[config.mk]
export PLATFORM = sky130hd
export DESIGN_NAME = meu_fifo_arb_flat
export DESIGN_NICKNAME = d
export VERILOG_FILES = /design/src/rtl/meu_fifo_arb_if.sv /design/src/rtl/meu_fifo_arb.sv /design/src/flat_wrapper.sv
export SDC_FILE = /design/constraint.sdc
export NUM_CORES = 1
export LEC_CHECK = 0
export CAP_MARGIN = 20
export CORE_AREA = 2 2 136 138
export DETAILED_ROUTE_END_ITERATION = 12
export DIE_AREA = 0 0 138 140
export PLACE_DENSITY = 0.5
export SLEW_MARGIN = 20
export SYNTH_ARGS = -nofsm -noshare
export SYNTH_HDL_FRONTEND = slang
export SYNTH_SLANG_ARGS = --single-unit
[constraint.sdc]
create_clock -name i_clk -period 2.7 [get_ports i_clk]
set_clock_uncertainty 0.2 [all_clocks]
set_input_delay 0.405 -clock i_clk [delete_from_list [all_inputs] [get_ports i_clk]]
set_output_delay 0.405 -clock i_clk [all_outputs]
set_load 0.05 [all_outputs]
[src/rtl/meu_fifo_arb_if.sv]
// Bus bundle for meu_fifo_arb: requester write port, FIFO side, consumer side and flush control.
// The slave modport is the arbiter's view; master is the surrounding logic.
interface meu_fifo_arb_if #(
  parameter int NREQ = 4,
  parameter int DW   = 47
);
  logic [NREQ-1:0]    i_req_valid;
  logic [NREQ*DW-1:0] i_req_data;
  logic [NREQ-1:0]    o_req_ready;
  logic               o_fifo_wr_en;
  logic [DW-1:0]      o_fifo_wr_data;
  logic               i_fifo_full;
  logic               o_fifo_rd;
  logic [DW-1:0]      i_fifo_rd_data;
  logic               i_fifo_empty;
  logic               o_out_valid;
  logic [DW-1:0]      o_out_data;
  logic               i_out_ready;
  logic               i_flush;
  logic               o_flushing;
  logic               o_flush_done;

  modport slave (
    input  i_req_valid, i_req_data, i_fifo_full, i_fifo_rd_data, i_fifo_empty,
           i_out_ready, i_flush,
    output o_req_ready, o_fifo_wr_en, o_fifo_wr_data, o_fifo_rd, o_out_valid,
           o_out_data, o_flushing, o_flush_done
  );

  modport master (
    output i_req_valid, i_req_data, i_fifo_full, i_fifo_rd_data, i_fifo_empty,
           i_out_ready, i_flush,
    input  o_req_ready, o_fifo_wr_en, o_fifo_wr_data, o_fifo_rd, o_out_valid,
           o_out_data, o_flushing, o_flush_done
  );
endinterface

[src/rtl/meu_fifo_arb.sv]
// Round-robin write arbiter plus read/flush sequencer for one MEU FIFO; zero-latency grant and pop.
// Grants stall while full or flushing; DRAIN discards every queued entry, then pulses flush_done.
module meu_fifo_arb #(
  parameter int NREQ = 4,
  parameter int DW   = 47
) (
  input  logic          i_clk,
  input  logic          i_reset,
  meu_fifo_arb_if.slave bus
);
  localparam int PW = (NREQ > 1) ? $clog2(NREQ) : 1;

  typedef enum logic {IDLE = 1'b0, DRAIN = 1'b1} state_e;

  state_e        state_q;
  logic [PW-1:0] rr_ptr_q, rr_ptr_d;
  logic          flush_done_q;

  logic            arb_ok;
  logic [NREQ-1:0] grant;
  logic [PW-1:0]   gnt_idx;
  logic            found;
  logic [PW:0]     idx;
  logic            wr_en;
  logic            out_valid;

  assign arb_ok = (state_q == IDLE) & ~bus.i_flush & ~bus.i_fifo_full & ~i_reset;

  // First valid requester at or after rr_ptr, wrapping modulo NREQ.
  always_comb begin
    grant   = '0;
    gnt_idx = '0;
    found   = 1'b0;
    idx     = '0;
    if (arb_ok) begin
      for (int i = 0; i < NREQ; i++) begin
        idx = {1'b0, rr_ptr_q} + (PW+1)'(i);
        if (idx >= (PW+1)'(NREQ)) idx = idx - (PW+1)'(NREQ);
        if (!found && bus.i_req_valid[idx[PW-1:0]]) begin
          found   = 1'b1;
          gnt_idx = idx[PW-1:0];
        end
      end
      grant[gnt_idx] = found;
    end
  end

  assign wr_en              = |(grant & bus.i_req_valid);
  assign bus.o_req_ready    = grant;
  assign bus.o_fifo_wr_en   = wr_en;
  assign bus.o_fifo_wr_data = wr_en ? bus.i_req_data[gnt_idx*DW +: DW] : '0;

  assign rr_ptr_d = !wr_en                       ? rr_ptr_q :
                    (gnt_idx == PW'(NREQ - 1))   ? '0       :
                                                   gnt_idx + PW'(1);

  // Drained entries are popped but never shown to the consumer.
  assign out_valid        = (state_q == IDLE) & ~bus.i_fifo_empty & ~i_reset;
  assign bus.o_out_valid  = out_valid;
  assign bus.o_out_data   = bus.i_fifo_rd_data;
  assign bus.o_fifo_rd    = ~i_reset & ((out_valid & bus.i_out_ready) |
                                        ((state_q == DRAIN) & ~bus.i_fifo_empty));
  assign bus.o_flushing   = (state_q == DRAIN);
  assign bus.o_flush_done = flush_done_q;

  always_ff @(posedge i_clk) begin
    if (i_reset) begin
      state_q      <= IDLE;
      rr_ptr_q     <= '0;
      flush_done_q <= 1'b0;
    end else begin
      rr_ptr_q     <= rr_ptr_d;
      flush_done_q <= 1'b0;
      case (state_q)
        IDLE:  if (bus.i_flush) state_q <= DRAIN;
        DRAIN: if (bus.i_fifo_empty) begin
          state_q      <= IDLE;
          flush_done_q <= 1'b1;
        end
      endcase
    end
  end
endmodule

[src/flat_wrapper.sv]
// flat-port wrapper written by rule: the top's interface ports become plain ports
module meu_fifo_arb_flat 
#(
  parameter int NREQ = 4,
  parameter int DW   = 47
)
  (i_clk, i_reset, bus_i_req_valid, bus_i_req_data, bus_i_fifo_full, bus_i_fifo_rd_data, bus_i_fifo_empty, bus_i_out_ready, bus_i_flush, bus_o_req_ready, bus_o_fifo_wr_en, bus_o_fifo_wr_data, bus_o_fifo_rd, bus_o_out_valid, bus_o_out_data, bus_o_flushing, bus_o_flush_done);
  meu_fifo_arb_if #(.NREQ(NREQ), .DW(DW)) bus_i ();
  input  logic i_clk;
  input  logic i_reset;
  input wire logic [$bits(bus_i.i_req_valid)-1:0] bus_i_req_valid;
  input wire logic [$bits(bus_i.i_req_data)-1:0] bus_i_req_data;
  input wire logic [$bits(bus_i.i_fifo_full)-1:0] bus_i_fifo_full;
  input wire logic [$bits(bus_i.i_fifo_rd_data)-1:0] bus_i_fifo_rd_data;
  input wire logic [$bits(bus_i.i_fifo_empty)-1:0] bus_i_fifo_empty;
  input wire logic [$bits(bus_i.i_out_ready)-1:0] bus_i_out_ready;
  input wire logic [$bits(bus_i.i_flush)-1:0] bus_i_flush;
  output wire logic [$bits(bus_i.o_req_ready)-1:0] bus_o_req_ready;
  output wire logic [$bits(bus_i.o_fifo_wr_en)-1:0] bus_o_fifo_wr_en;
  output wire logic [$bits(bus_i.o_fifo_wr_data)-1:0] bus_o_fifo_wr_data;
  output wire logic [$bits(bus_i.o_fifo_rd)-1:0] bus_o_fifo_rd;
  output wire logic [$bits(bus_i.o_out_valid)-1:0] bus_o_out_valid;
  output wire logic [$bits(bus_i.o_out_data)-1:0] bus_o_out_data;
  output wire logic [$bits(bus_i.o_flushing)-1:0] bus_o_flushing;
  output wire logic [$bits(bus_i.o_flush_done)-1:0] bus_o_flush_done;
  assign bus_i.i_req_valid = bus_i_req_valid;
  assign bus_i.i_req_data = bus_i_req_data;
  assign bus_i.i_fifo_full = bus_i_fifo_full;
  assign bus_i.i_fifo_rd_data = bus_i_fifo_rd_data;
  assign bus_i.i_fifo_empty = bus_i_fifo_empty;
  assign bus_i.i_out_ready = bus_i_out_ready;
  assign bus_i.i_flush = bus_i_flush;
  assign bus_o_req_ready = bus_i.o_req_ready;
  assign bus_o_fifo_wr_en = bus_i.o_fifo_wr_en;
  assign bus_o_fifo_wr_data = bus_i.o_fifo_wr_data;
  assign bus_o_fifo_rd = bus_i.o_fifo_rd;
  assign bus_o_out_valid = bus_i.o_out_valid;
  assign bus_o_out_data = bus_i.o_out_data;
  assign bus_o_flushing = bus_i.o_flushing;
  assign bus_o_flush_done = bus_i.o_flush_done;
  meu_fifo_arb #(.NREQ(NREQ), .DW(DW)) u_core (.i_clk(i_clk), .i_reset(i_reset), .bus(bus_i));
endmodule
## Yosys cells after proc, flatten, opt, wreduce, memory -nomap -nowiden

Index checks and enable logic that the tools add are counted.

| operators by class | value |
|---|---|
| add/subtract/negate cells | 8 |
| $mul | 1 |
| magnitude comparators | 10 |
| equality and inequality tests | 1 |
| shift-type cells | 1 |
| mux-type cells | 39 |
| bitwise gates (word level) | 16 |
| reductions and logical operators | 9 |

Operators with widths:

| cell | number |
|---|---|
| $shiftx A188 B9 Y47 | 1 |
| $mux W47 | 1 |
| $mux W2 | 15 |
| $mux W1 | 16 |
| $lt A2 B3 Y1 const B | 5 |
| $ge A3 B3 Y1 const B | 3 |
| $and A1 B1 Y1 | 8 |
| $and A4 B4 Y4 | 2 |
| $bmux W1 S2 | 4 |
| $mul A2 B6 Y8 const B | 1 |
| $sub A2 B1 Y2 const B | 4 |
| $add A2 B2 Y3 const B | 2 |
| $not A1 Y1 | 5 |
| $logic_and A1 B1 Y1 | 4 |
| $mux W4 | 1 |
| $reduce_or A4 Y1 | 1 |
| $add A2 B1 Y3 const B | 1 |
| $ge A2 B3 Y1 const B | 1 |
| $logic_not A1 Y1 | 3 |
| $add A2 B1 Y2 const B | 1 |
| $demux W1 S2 | 1 |
| $eq A2 B2 Y1 const B | 1 |
| $ge A2 B1 Y1 const B | 1 |
| $pmux W1 S2 | 1 |
| 2 further kinds | 2 |

| word-level totals | value |
|---|---|
| bits in registers | 4 |
| bits of input ports | 245 |
| output and inout bits | 103 |
| logic and storage cells | 88 |

## Depth between registers and ports, before layout

| depth | value |
|---|---|
| depth in word-level cells | 30 |
| mapped depth | 7 |
| depth with buffers taken out | 5 |

## Least setup slack after synthesis

OpenSTA, ideal clock, no wires.

| timing path | value |
|---|---|
| kind | register -> output |
| start point | reg u_core.state_q, in the netlist u_core.bus.o_flushing |
| end point | out bus_o_fifo_wr_data[28] |
| arrival | 2.591 ns |
| required time | 2.095 ns |
| slack | -0.496 ns |
| stages on the path, launching flop included | 6 |
| path buffers | 1 |
| path through | dfxtp_1 -> or4_4 -> nor2_4 -> nand3_2 -> buf_2 -> o22ai_1 |

| between the ends | value |
|---|---|
| word-level cells in the longest chain between the ends | 8 |
| elaborated cells between the ends (all ways) | 11 |
| classes of those cells | mul: 1; shift: 1; mux: 3; bitwise: 5; reduce/logical: 1 |

Ends and longest elaborated chain:

| what | line | source |
|---|---|---|
| from (decl) | meu_fifo_arb.sv:15 | `state_e state_q;` |
| from (signal assigned) | meu_fifo_arb.sv:68 | `state_q <= IDLE;` |
| from (signal assigned) | meu_fifo_arb.sv:75 | `IDLE: if (bus.i_flush) state_q <= DRAIN;` |
| from (signal assigned) | meu_fifo_arb.sv:77 | `state_q <= IDLE;` |
| $not A1 Y1 | meu_fifo_arb.sv:27 | `assign arb_ok = (state_q == IDLE) & ~bus.i_flush & ~bus.i_fifo_full & ~i_reset;` |
| $and A1 B1 Y1 (3 in series) | meu_fifo_arb.sv:27 |  |
| $mux W4 | meu_fifo_arb.sv:35 | `if (arb_ok) begin` |
| $and A4 B4 Y4 | meu_fifo_arb.sv:48 | `assign wr_en = \|(grant & bus.i_req_valid);` |
| $reduce_or A4 Y1 | meu_fifo_arb.sv:48 |  |
| via bus_o_fifo_wr_en | flat_wrapper.sv:19 | `output wire logic [$bits(bus_i.o_fifo_wr_en)-1:0] bus_o_fifo_wr_en;` |
| $mux W47 | meu_fifo_arb.sv:51 | `assign bus.o_fifo_wr_data = wr_en ? bus.i_req_data[gnt_idx*DW +: DW] : '0;` |
| to (decl) | flat_wrapper.sv:20 | `output wire logic [$bits(bus_i.o_fifo_wr_data)-1:0] bus_o_fifo_wr_data;` |

The timed path passes the listed nets, and every way through them passes these cells.

## Final worst setup path

| timing path | value |
|---|---|
| start point | reg u_core.state_q, in the netlist u_core.bus.o_flushing |
| end point | out bus_o_fifo_wr_data[34] |

| between the ends | value |
|---|---|
| word-level cells in the longest chain between the ends | 8 |
| elaborated cells between the ends (all ways) | 11 |
| classes of those cells | mul: 1; shift: 1; mux: 3; bitwise: 5; reduce/logical: 1 |

Ends and longest elaborated chain:

| what | line |
|---|---|
| $not A1 Y1 * | meu_fifo_arb.sv:27 |
| $and A1 B1 Y1 * (3 in series) | meu_fifo_arb.sv:27 |
| $mux W2 / $mux W4 (equally long branches) | meu_fifo_arb.sv:35 |
| $mul A2 B6 Y8 / $and A4 B4 Y4 (equally long branches) | meu_fifo_arb.sv:51, meu_fifo_arb.sv:48 |
| $shiftx A188 B9 Y47 / $reduce_or A4 Y1 (equally long branches) | meu_fifo_arb.sv:51, meu_fifo_arb.sv:48 |
| $mux W47 * | meu_fifo_arb.sv:51 |

Mark *: on every way between the ends. The rest lies on a longest branch, timed or not.

==> impl_results.md <==
* RSZ-0062 raised after global routing: true
* Status: complete, but fails checks
* Final Setup Violations at 47
* Synthesized net count at 493
* Die Height at 140 µm
* P&R area growth vs syn at 240%
* Die area at 19,300 µm²
* Crit path arrival time at 2.19 ns
* Worst-path clk slew at 0.03 ns
* Die span in x at 138 µm
* Layout Nets at 746
* Syn avg cell area at 8.56 µm²
* Leading area contributor after synthesis: mux2i_1
* Worst Setup End Kind: output port
* Post-synth top cells: mux2i_1 (95), buf_4 (49), o22ai_1 (38)
* Fin. Hold Viols at 0
* Post-synth EDFFs at 0
* Crit path kind: reg2out
* Layout Cells excl Fill at 728
* Cell variety after synth at 26
* Top-count cell post-synth: mux2i_1
* Port Buffers at 253
* HPWL Detailed at 9.43 mm
* CTS max path bufs at 2
* Worst slew pin tran at 0.505 ns
* Root Buffer: clkbuf_16
* First-pass DRT Iterations at 4
* VDD IR max at 0.000255 V
* WHS at 0.255 ns
* Via density at 4.16
* Core Util, Final at 0.406
* Met1 WL at 4.44 mm
* Max-slew headroom at 0.662
* Max Fclk at 0.358 GHz
* Row count at 49
* Synth Instances at 248
* Final Cycle Share at 1.03
* Clk_lat worst skew at 0.23 ns
* CTS tree: yes
* Crit path required time at 2.10 ns
* Pin count of the biggest net entering global routing at 13
* FF/Latch Area at 88.8 µm²
* Min cycle time layout at 2.79 ns
* Maxcap violations at 0
* Pwr Density at 243 nW/µm²
* WL met3 at 1.08 mm
* Num CTS Buffers at 3
* Top sig layer: met4
* Antenna Violating Nets Remaining at 0
* Area contributors post-synth: mux2i_1 (45%), buf_4 (17%), o22ai_1 (11%)
* Final worst slack at -0.0909 ns
* Slew Limit Fails at 0
* DR iter-0 viols at 39
* Starting density of the core at 0.119
* Ports at 348
* Top FF cell, synth: dfxtp_1
* Gr usage total at 0.127
* Failing checks: negative setup slack
* # DRC at 0
* Met2 Wirelength at 7.27 mm
* Post-synth top area share at 0.448
* Crit-path max FO at 5
* Yosys warnings at 0
* TNS Setup at -2.31 ns
* Fill count at 1,651
* Post-Syn Area at 2120 µm²
* First-pass GRT wire length at 19.4 mm
* GR Overflow Total at 0
* Sequential element share of the synthesized area at 0.0377
* Antenna cells at 0
* Seq cells post-synth at 4
* Initial antenna violation count at 0
* Final RePlAce weighted congestion at 0.821
* Core area at 17,800 µm²
* Pre-CTS WS at -0.397 ns
* Hold-fix buffers, CTS at 0
* Placed cells at 694
* Wirelength per Cell at 18.0 µm
* Number of global-route vias before repair at 3,290
* Share of cells above drive strength 1 at 0.521
* Sink Count at 4
* Final WL at 13.1 mm
* Ys async rst share at 0
* Crit start category: flip-flop
* Via count at 3,025
* Type of the most critical hold path: in2reg
* H-Tree Level Count at 1
* Multi-input gate area in the final layout at 2790 µm²
* P_leak at 2.50 nW
-- critical path, stage by stage, from the launching register on --
cell,delay [ns]
dfxtp_4,0.33
or4_4,0.55
buf_6,0.14
a211o_4,0.30
buf_12,0.17
buf_12,0.15
o22ai_4,0.16
buf_12,0.17
-- metal layers --
layer / global-route usage / vias to the layer above
met4: 0.0392 / 0
met5: 0 / -
met3: 0.0301 / 39
met1: 0.134 / 1398
li1: - / 1419
met2: 0.247 / 169
-- through the flow --
step                power, mW  area (µm²)
CTS                      1.68        6930
finish                   1.76        7220
global route             1.83        7220
global placement         1.12        5780
floorplan               0.811        2740
detailed placement       1.13        5780
-- layout by cell type, fill, tap and decap left out, types with 2 or more instances in the layout --
master,netlist,routed
buf_16,0,15
buf_2,8,4
nor2_1,8,6
a21oi_2,0,2
a21o_1,2,2
nor3_1,3,3
buf_12,0,55
mux2i_2,0,30
mux2i_4,0,41
o22ai_4,0,47
nand2_1,3,3
dfxtp_4,0,2
buf_6,9,20
nor2_4,1,4
nand2b_4,0,2
clkdlybuf4s50_1,0,192
inv_1,3,3
buf_4,49,25
bufbuf_16,0,2
clkbuf_16,0,4
mux2i_1,95,24
-- timing repair --
| item | CTS | global route |
|---|---|---|
| gates cloned | 13 | 1 |
| resized for setup | 130 | 51 |
| pin swaps | 17 | 12 |
| endpoints found under the hold margin | 0 | 0 |
| buffers inserted | 17 | 1 |
| endpoints found under the setup margin | 51 | 48 |
-- registers in the layout, indices dropped and copies added (netlist names) --
signal,flops
u_core.bus.o_flushing,1
u_core.bus.o_flush_done,1
u_core.rr_ptr_q,2
-- layout make-up --
class / count / area share
Timing Repair Buffer: 316 / 0.550
Multi-Input combinational cell: 173 / 0.386
Tap cell: 229 / 0.0397
Sequential cell: 4 / 0.0123
Clock buffer: 3 / 0.0104
Inverter: 3 / 0.00156
-- path summary, 6_finish.rpt --
| kind | startpoint | to | slack (ns) | depth (start not counted) |
|---|---|---|---|---|
| hold / removal | bus_i_flush | u_core.bus.o_flushing$_SDFF_PP0_ | 0.25 | 3 |
| setup reg to reg | u_core.bus.o_flushing$_SDFF_PP0_ | u_core.rr_ptr_q[1]$_SDFFE_PP0P_ | 0.56 | 6 |
| setup / recovery | u_core.bus.o_flushing$_SDFF_PP0_ | bus_o_fifo_wr_data[34] | -0.09 | 7 |
| hold reg to reg | u_core.rr_ptr_q[0]$_SDFFE_PP0P_ | u_core.rr_ptr_q[0]$_SDFFE_PP0P_ | 0.35 | 2 |
-- cell families (layout without fill, tap and decap cells) --
kind of cell / count (synthesis) / after routing / synth area share
mux: 95 / 95 / 0.448
buf+inv: 71 / 322 / 0.259
compound gates: 56 / 56 / 0.199
simple gates: 22 / 22 / 0.0566
flops: 4 / 4 / 0.0377
-- report_power, final --
part	switching [mW]	total, mW	internal, mW
clock	0.0430	0.232	0.189
combinational	0.600	1.46	0.860
sequential	0.00364	0.0660	0.0623
(Power assumes the default switching activity.)
